$ cat src/rtl/input_port_buffer.sv
// Router input port: flit FIFO plus a per-flit route-compute / switch-allocation sequencer.
// Each head flit walks IDLE -> RC -> RC_WAIT -> REQ and pops when the allocator grants it.
module input_port_buffer #(
    parameter int FLIT_W = 16,
    parameter int DEPTH  = 4
) (
    input  logic                       clk,
    input  logic                       rst,
    input  logic                       in_valid,
    input  logic [FLIT_W-1:0]          in_data,
    output logic                       in_ready,
    output logic                       rc_en,
    output logic [2:0]                 rc_dst,
    input  logic [2:0]                 rc_port,
    output logic                       sa_req,
    output logic [2:0]                 sa_port,
    output logic [FLIT_W-1:0]          sa_data,
    input  logic                       sa_grant,
    output logic [$clog2(DEPTH):0]     occupancy
);

    localparam int PTR_W = $clog2(DEPTH);
    localparam int CNT_W = PTR_W + 1;

    typedef enum logic [1:0] {
        IDLE,
        RC,
        RC_WAIT,
        REQ
    } state_t;

    state_t              state;
    logic [FLIT_W-1:0]   mem [DEPTH];
    logic [PTR_W-1:0]    wr_ptr;
    logic [PTR_W-1:0]    rd_ptr;
    logic [CNT_W-1:0]    count;
    logic [2:0]          port_reg;
    logic [FLIT_W-1:0]   head;
    logic                push;
    logic                pop;

    // Readiness comes only from the registered count, so a full FIFO refuses a
    // write even in the cycle its head is being granted.
    assign in_ready  = (count < CNT_W'(DEPTH));
    assign push      = in_valid && in_ready;
    assign pop       = (state == REQ) && sa_grant;
    assign head      = mem[rd_ptr];
    assign occupancy = count;
    assign sa_port   = port_reg;

    always_ff @(posedge clk) begin
        if (push) begin
            mem[wr_ptr] <= in_data;
        end
    end

    // DEPTH is a power of two, so the pointers wrap naturally at their width.
    always_ff @(posedge clk) begin
        if (rst) begin
            wr_ptr <= '0;
            rd_ptr <= '0;
            count  <= '0;
        end else begin
            if (push) begin
                wr_ptr <= wr_ptr + PTR_W'(1);
            end
            if (pop) begin
                rd_ptr <= rd_ptr + PTR_W'(1);
            end
            case ({push, pop})
                2'b10:   count <= count + CNT_W'(1);
                2'b01:   count <= count - CNT_W'(1);
                default: count <= count;
            endcase
        end
    end

    // The head only changes on a pop, which happens solely in REQ, so the flit
    // sampled for rc_dst is the same one later latched onto sa_data.
    always_ff @(posedge clk) begin
        if (rst) begin
            state    <= IDLE;
            rc_en    <= 1'b0;
            rc_dst   <= 3'b000;
            sa_req   <= 1'b0;
            sa_data  <= '0;
            port_reg <= 3'b000;
        end else begin
            case (state)
                IDLE: begin
                    if (count != '0) begin
                        state  <= RC;
                        rc_en  <= 1'b1;
                        rc_dst <= head[FLIT_W-1 -: 3];
                    end
                end
                RC: begin
                    state <= RC_WAIT;
                    rc_en <= 1'b0;
                end
                RC_WAIT: begin
                    state    <= REQ;
                    port_reg <= rc_port;
                    sa_req   <= 1'b1;
                    sa_data  <= head;
                end
                REQ: begin
                    if (sa_grant) begin
                        state   <= IDLE;
                        sa_req  <= 1'b0;
                        sa_data <= '0;
                    end
                end
                default: begin
                    state <= IDLE;
                    rc_en <= 1'b0;
                    sa_req <= 1'b0;
                end
            endcase
        end
    end

endmodule
$ cat config.mk
export PLATFORM = sky130hd
export DESIGN_NAME = input_port_buffer
export DESIGN_NICKNAME = d
export VERILOG_FILES = /design/src/rtl/input_port_buffer.sv
export SDC_FILE = /design/constraint.sdc
export NUM_CORES = 1
export LEC_CHECK = 0
export CAP_MARGIN = 10
export CORE_MARGIN = 1.5
export CORE_UTILIZATION = 56
export CTS_BUF_LIST = sky130_fd_sc_hd__clkbuf_8 sky130_fd_sc_hd__clkbuf_16
export CTS_CLUSTER_SIZE = 8
export DETAILED_ROUTE_END_ITERATION = 8
export DONT_BUFFER_PORTS = 1
export PLACE_DENSITY = 0.74
export RECOVER_POWER = 50
export REMOVE_ABC_BUFFERS = 1
export SETUP_SLACK_MARGIN = 0.3
export SLEW_MARGIN = 0
export SYNTH_ARGS = -nofsm -noshare
export SYNTH_HDL_FRONTEND = slang
export SYNTH_SLANG_ARGS = --single-unit
$ cat constraint.sdc
create_clock -name clk -period 2 [get_ports clk]
set_clock_uncertainty 0.15 [all_clocks]
set_input_delay 0.4 -clock clk [delete_from_list [all_inputs] [get_ports clk]]
set_output_delay 0.4 -clock clk [all_outputs]
set_load 0.05 [all_outputs]
Word level (Yosys, flattened, before mapping)
Memories as Yosys holds them, arrays and structs flattened. A register that Yosys moved wholly into a read port is not among the register bits.
Index checks and enable logic that the tools add are counted.
Storage, ports and cells
  memories kept: 1
  memory bits (writable): 64
  output and inout bits: 28
  bits in registers: 33
  logic and storage cells: 47
  input port bits: 23
Operators by class
  equal/unequal tests: 7
  order comparisons: 1
  muxes and demuxes: 14
  reduce and logical (&&, ||, !) cells: 11
  add/sub/neg operators: 4
Memories
  mem: words 4, width 16, rd ports 1, clocked after memory_dff 1, wr ports 1, line 33  | logic [FLIT_W-1:0] mem [DEPTH];
Operators with widths (number)
  16-bit case mux with 2 select lines: 1
  16-bit 2-to-1 mux: 1
  2-bit 2-to-1 mux: 4
  2-bit case mux with 4 select lines: 1
  2-bit AND reduction: 4
  2-bit == test, second input constant: 3
  3-bit case mux with 2 select lines: 1
  2-bit nonzero test: 3
  2-bit by 1-bit adder with 2-bit output, second input constant: 2
  2-bit by 1-bit == test with 1-bit output, second input constant: 2
  1-bit 2-to-1 mux: 4
  2-bit != test, second input constant: 2
  1-bit case mux with 2 select lines: 2
  3-bit by 1-bit adder with 3-bit output, second input constant: 1
  3-bit < comparator, second input constant: 1
  3-bit nonzero test: 1
  3-bit by 1-bit subtractor with 3-bit output, second input constant: 1
  1-bit logical AND: 2
  2-bit logical NOT: 1

Logic depth before layout (Yosys ltp)
Gate-level depths: netlist (run 1).
  depth in word-level cells: 4
  mapped depth: 9
  depth with buffers taken out: 9

Worst setup path before layout (run 1)
Ideal clock, no wire load.
  path type: register to register
  start point: register count[2], in the netlist occupancy[2]
  end point: register count[2], in the netlist occupancy[2]
  stages on the path, launching flop included: 10
  path slack: -378 ps
  library setup time: 70 ps
  period minus slack after synthesis: 2378 ps
  arrival: 2157 ps
  path buffers: 1
  data required time: 1780 ps
  path through: dfxtp_1 -> nor2b_1 -> clkbuf_1 -> inv_1 -> ha_1 -> inv_1 -> fa_1 -> xor2_1 -> or3_1 -> a21oi_1
Between the ends
  cells in the longest elaborated chain, start to end: 4
  elaborated cells on any way between the ends: 8
  classes of those cells: add/sub (2); order compare (1); eq/ne (2); mux (1); reduce/logical (2)
RTL lines
  from (decl): line 36  | logic [CNT_W-1:0] count;
  from (signal assigned): line 71  | 2'b10: count <= count + CNT_W'(1);
  from (signal assigned): line 72  | 2'b01: count <= count - CNT_W'(1);
  from (signal assigned): line 73  | default: count <= count;
  3-bit < comparator: line 44  | assign in_ready = (count < CNT_W'(DEPTH));
  1-bit logical AND: line 45  | assign push = in_valid && in_ready;
  2-bit by 1-bit == test with 1-bit output or 2-bit == test (tied branches): line 70  | case ({push, pop})
  3-bit case mux with 2 select lines or 2-bit nonzero test (tied branches)
Several ways; a longest one is shown, not always the timed one.
A chain may end at the register's enable or synchronous reset.

Worst setup path after layout (run 1)
  start point: register state[0]
  end point: register count[2], in the netlist occupancy[2]
Between the ends
  cells in the longest elaborated chain, start to end: 4
  elaborated cells on any way between the ends: 6
  classes of those cells: eq/ne (3); mux (1); reduce/logical (2)
RTL lines
  from (decl): line 32  | state_t state;
  from (signal assigned): line 82  | state <= IDLE;
  from (signal assigned): line 92  | state <= RC;
  from (signal assigned): line 98  | state <= RC_WAIT;
  2-bit == test (*): line 46  | assign pop = (state == REQ) && sa_grant;
  1-bit logical AND (*): line 46
  named net pop: line 40  | logic pop;
  2-bit by 1-bit == test with 1-bit output or 2-bit == test (tied branches): line 70
  3-bit case mux with 2 select lines or 2-bit nonzero test (tied branches)
The timed path passes the listed nets; every way through them passes the cells marked *.

==> summary.txt, run 1 <==
hpwl dp = 4.18 mm
top layer in use = met4
top-count cell post-synth = edfxtp_1
pwr dens = 1100 nW/um2
delay-heaviest family, CP = adder cells
unrepaired setup endpoints after global routing = yes
vias in the first global route = 1996
Leakage = 1.56 nW
ys async rst share = 0%
Die X = 84.9 um
max-cap violations = 0
root buffer cell = clkbuf_8
Crit Path Class = flop to flop
slowest CP cell = dfxtp_2
nets@finish = 296
remaining global-route overflow = 0
outcome = complete, but fails checks
# fillers = 429
DRT iter0 DRCs = 85
layout cells sized above 1 = 24.7%
post-synthesis register bit count = 99
CP peak stage delay = 0.36 ns
setup slack, reg-to-reg = 0.11 ns
Worst-Skew Late Latency = 0.36 ns
clock network power share = 23.0%
Hold WS = -0.0563 ns
crit end category = flop
DR WL met3 = 300 um
top cell type's share of synthesized area = 51.2%
Critical Path Source Type = flop
Die ar. = 7200 um2
CTS tree = yes
cell taking the most area after synthesis = edfxtp_1
warnings from Yosys = 0
Netlist cell types = 32
Routed Wire Length = 6.51 mm
Mapped Cells = 218
critical-path cell list = ha_4 -> nand2_2 -> inv_2 -> ha_4 -> inv_2 -> fa_2 -> xor2_1 -> or3_1 -> a21oi_1
violated checks = design-rule violations, negative hold slack
wire per inst = 18.9 um
GRT Overall Usage = 19.5%
global-route wire length before repair = 10.2 mm
FF/Latch Area = 2630 um2
CP bufs+invs = 2
area of the core = 6420 um2
H-tree level count = 3
CTS max path bufs = 2
Seq pwr share = 59.3%
I/O Pins = 51
Cell Area, Synth = 3750 um2
Worst Path Arrival = 2.05 ns
Clock Sinks = 99
initial antenna violation count = 0
die height = 84.9 um
Fmax = 528 MHz
met2 routed WL = 3.51 mm
multi-input logic area = 1100 um2
M1 WL = 2.60 mm
clock-pin slew on the worst setup and hold paths = 0.09 ns
Cell Int Power = 3.29 mW
Setup TNS = 0 ns
Mean Syn Cell Area = 17.2 um2
Final setup viols = 0
DRC = 3
design area = 4420 um2
Hold Fails Final Rpt = 18
top cells by area, synth = edfxtp_1 (51%), dfxtp_1 (19%), mux4_2 (6.0%)
largest net degree at the start of global routing = 23
Min Clock Period, post-route = 1.89 ns
Top FF cell, synth = edfxtp_1
global placement routability congestion = 0.772
net switching power = 1.59 mW
CP required = 2.15 ns
most frequent cells after synthesis = edfxtp_1 (64), dfxtp_1 (35), nor2_1 (17), a22o_1 (16), inv_1 (11)
I/O Buffers = 0
Starting Density = 58.4%
via/cell ratio = 5.65
post-route ant nets = 0
register area share after synthesis = 69.9%
FP Rows = 29
Antenna diodes = 0
vias = 1943
HP Class = primary input to flop
Max FO, Critical Path = 2
Num CTS Buffers = 9
Layout area overhead = 17.7%
Comb pwr share = 17.7%
DRT Pass-1 Iters = 8
Slew Limit Fails = 0
Max VDD drop = 0.000541 V
EDFF count, synth = 64
actual slew at the worst max-slew pin = 0.556 ns
CTS hold repair buffers = 17
DP Area = 3950 um2
relative slew slack = 62.9%
Tcrit/Tclk final = 94.7%
Sw Share = 32.6%
logic make-up after synthesis:
| logic type | after synthesis | share of synthesized area (%) |
|---|---|---|
| flip-flops | 99 | 69.9 |
| AND/OR/NAND/NOR | 33 | 4.83 |
| AO/OA/AOI/OAI | 25 | 5.13 |
| multiplexers | 23 | 12.1 |
| buffers and inverters | 22 | 3.07 |
| adder cells (fa/ha/maj) | 11 | 3.87 |
| XOR/XNOR | 5 | 1.17 |
stage by stage:
stage,cells,utilization (%),setup slack (ns),total power [mW]
3_3_place_gp,306,61.6,0.0143,3.61
5_1_grt,344,68.8,0.0215,5.11
4_1_cts,341,68.3,0.0870,4.88
3_5_place_dp,306,61.6,-0.0502,3.63
2_1_floorplan,207,-,-0.363,3.39
6_report,344,68.8,0.105,4.88
cell usage in the layout (no fill, tap or decap), drive strengths merged:
master / n
or4: 1
clkinv: 4
inv: 12
nor3: 1
dfxtp: 35
nor2b: 3
mux4: 16
clkbuf: 16
o31ai: 3
edfxtp: 64
and2: 4
a22o: 16
xor2: 3
nand2b: 1
clkinvlp: 2
xnor2: 2
o21ai: 2
buf: 20
or4b: 1
nor4b: 1
or3: 1
mux2i: 7
fa: 1
and2b: 1
nand3: 1
a21oi: 4
nor2: 17
ha: 10
dlygate4sd3: 17
nand2: 1
timing repair:
item / in CTS / in global routing
gates resized for setup: 17 / 13
pin swaps: 2 / 4
gates cloned: 0 / 1
hold endpoints to repair: 83 / 18
setup buffers: 2 / 2
setup endpoints to repair: 25 / 23
metal layers:
layer	vias to the layer above	GRT usage, %
met5	-	0
met4	0	8.64
met3	8	5.93
met2	43	33.1
met1	970	23.2
li1	922	-
registers in the layout, indices dropped and copies added (netlist names), named ones only:
register,cells
sa_req,1
occupancy,3
rc_dst,3
sa_port,3
wr_ptr,2
rc_en,1
rd_ptr,2
state,2
sa_data,16
mem,64
worst reg2reg max path: cells and delay by family (launching register included):
family	cells	cell delay, ns
AOI/OAI and AO/OA	1	0.11
buffers and inverters	2	0.10
adders and majority gates	3	0.60
xor gates and xnor gates	1	0.15
and+or+nand+nor	2	0.35
DFF	1	0.36
final cells by class:
cell class,instances,area share [%]
inverters,11,1.02
flip-flops and latches,99,59.4
clock inverters,7,1.16
well taps,77,2.18
clock buffers,9,2.80
multi-input cells,97,24.8
repair buffers,44,8.58
power by group through the flow:
stage | Sequential [mW] | Clock (mW) | Combinational (mW)
2_1_floorplan | 2.93 | 0 | 0.462
3_3_place_gp | 2.91 | 0 | 0.697
3_5_place_dp | 2.93 | 0 | 0.708
4_1_cts | 2.89 | 1.16 | 0.829
5_1_grt | 2.91 | 1.24 | 0.955
6_report | 2.89 | 1.12 | 0.863
worst paths after layout:
check,startpoint,end,cells after the start
max,state[0]$_SDFFE_PP0P_,occupancy[2]$_SDFFE_PP0P_,9
min,rst,occupancy[2]$_SDFFE_PP0P_,1
max reg2reg,state[0]$_SDFFE_PP0P_,occupancy[2]$_SDFFE_PP0P_,9
min reg2reg,rd_ptr[0]$_SDFFE_PP0P_,rd_ptr[0]$_SDFFE_PP0P_,2
Power figures use the tool's default switching activity.
==> run 2: changes to the inputs <==
CELL_PAD_IN_SITES_DETAIL_PLACEMENT = 1   (was default)
CELL_PAD_IN_SITES_GLOBAL_PLACEMENT = 2   (was default)
CORE_UTILIZATION = 45   (was 56)
PLACE_DENSITY = default   (was 0.74)
PLACE_DENSITY_LB_ADDON = 0.1   (was default)
RECOVER_POWER = 100   (was 50)
clock period = 2.1 ns   (was 2 ns; I/O delays follow)
==> summary.txt, run 2 (synthesis gave the netlist of run 1 again) <==
DRC = 0
Starting Density = 46.1%
global placement routability congestion = 0.813
HP Class = primary input to flop
post-route ant nets = 0
die height = 94.3 um
Critical Path Source Type = flop
clock-pin slew on the worst setup and hold paths = 0.09 ns
DRT Pass-1 Iters = 4
Top Registers = mem: 64 flops, sa_data: 16 flops
DRT iter0 DRCs = 85
CP required = 2.19 ns
vias in the first global route = 2203
hpwl dp = 4.77 mm
FP Rows = 33
Util after Layout = 56.2%
H-tree level count = 3
initial antenna violation count = 0
CP bufs+invs = 5
Die ar. = 8900 um2
delay-heaviest family, CP = buffers and inverters
I/O Buffers = 0
commonest non-fill, non-tap cells in the layout = edfxtp_1 (64), dfxtp_1 (33), dlygate4sd3_1 (18)
Hold Fails Final Rpt = 15
GRT Overall Usage = 18.5%
remaining global-route overflow = 0
design area = 4570 um2
outcome = complete, but fails checks
layout cells sized above 1 = 27.2%
global-route wire length before repair = 11.7 mm
relative slew slack = 64.0%
Max VDD drop = 0.000452 V
CTS tree = yes
Min Clock Period, post-route = 1.98 ns
CTS max path bufs = 2
root buffer cell = clkbuf_8
Die X = 94.3 um
violated checks = negative hold slack
Layout area overhead = 21.8%
crit end category = flop
Num CTS Buffers = 9
Fmax = 506 MHz
Largest Register = mem
slowest CP cell = dfxtp_2
Clock Sinks = 99
wire per inst = 20.5 um
critical-path cell list = clkbuf_4 -> buf_4 -> inv_1 -> ha_1 -> and2b_4 -> nor2b_4 -> buf_6 -> buf_8 -> a22o_1
Hold WS = -0.0278 ns
Final setup viols = 0
Worst Path Arrival = 2.07 ns
max-cap violations = 0
CP peak stage delay = 0.36 ns
Tcrit/Tclk final = 94.0%
Worst-Skew Late Latency = 0.35 ns
I/O Pins = 51
Max FO, Critical Path = 7
Routed Wire Length = 7.83 mm
unrepaired setup endpoints after global routing = yes
Crit Path Class = flop to flop
Antenna diodes = 0
area of the core = 8130 um2
actual slew at the worst max-slew pin = 0.539 ns
Leakage = 1.63 nW
pwr dens = 1070 nW/um2
vias = 2000
via/cell ratio = 5.25
nets@finish = 305
Slew Limit Fails = 0
Largest register FFs = 64
DP Area = 3960 um2
largest net degree at the start of global routing = 23
commonest non-fill, non-tap cell in the layout = edfxtp_1
## run 2: path summary, 6_finish.rpt
check | slack, ns | startpoint | end | cells past startpoint
setup / recovery | 0.12 | state[0]$_SDFFE_PP0P_ | sa_data[11]$_SDFFE_PP0P_ | 9
setup reg to reg | 0.12 | state[0]$_SDFFE_PP0P_ | sa_data[11]$_SDFFE_PP0P_ | 9
hold reg to reg | 0.42 | rd_ptr[1]$_SDFFE_PP0P_ | flop | 2
hold / removal | -0.03 | rst | occupancy[1]$_SDFFE_PP0P_ | 1
## run 2: timing repair
action                     CTS  global route
gates resized for setup     18            26
hold endpoints to repair    81            19
gates cloned                 0             1
hold buffers                17             1
setup buffers                5            11
pin swaps                    6             7
setup endpoints to repair   21            21
## run 2: area by class of cell
| class | count | area (um2) |
|---|---|---|
| timing repair buffer | 53 | 478 |
| multi-input combinational | 97 | 1110 |
| fill | 735 | 3560 |
| clock inverter | 7 | 50.0 |
| sequential | 99 | 2630 |
| tap | 105 | 131 |
| inverter | 11 | 48.8 |
| clock buffer | 9 | 124 |
## run 2: routing by layer
layer | share of wire (%) | vias up | GRT usage (%) | wire, um
li1 | - | 934 | - | -
met1 | 39 | 1009 | 20.8 | 3050
met2 | 54 | 43 | 33.6 | 4240
met3 | 4.7 | 14 | 4.59 | 366
met4 | 2.1 | 0 | 7.34 | 166
met5 | 0 | - | 0 | 0
## run 2: power by group
part | internal (mW) | leakage [nW] | switching (mW)
logic | 0.530 | 0.669 | 0.511
clock network | 0.436 | 0.0853 | 0.662
registers | 2.28 | 0.873 | 0.473
## run 2: worst reg2reg max path, stage by stage (launching register included)
cell,delay [ns]
dfxtp_2,0.36
clkbuf_4,0.14
buf_4,0.11
inv_1,0.09
ha_1,0.25
and2b_4,0.19
nor2b_4,0.14
buf_6,0.11
buf_8,0.12
a22o_1,0.20
## run 2: per-stage QoR
stage | setup slack, ns | hold WS (ns) | instances | TNS [ns] | total power [mW]
2_1_floorplan | -0.263 | 0.335 | 207 | -0.289 | 3.23
3_3_place_gp | 0.0582 | 0.342 | 330 | 0 | 3.44
3_5_place_dp | -0.146 | 0.347 | 330 | -0.146 | 3.50
4_1_cts | 0.0944 | -0.0451 | 368 | 0 | 4.75
5_1_grt | 0.0608 | -0.0548 | 381 | 0 | 5.13
6_report | 0.125 | -0.0278 | 381 | 0 | 4.90
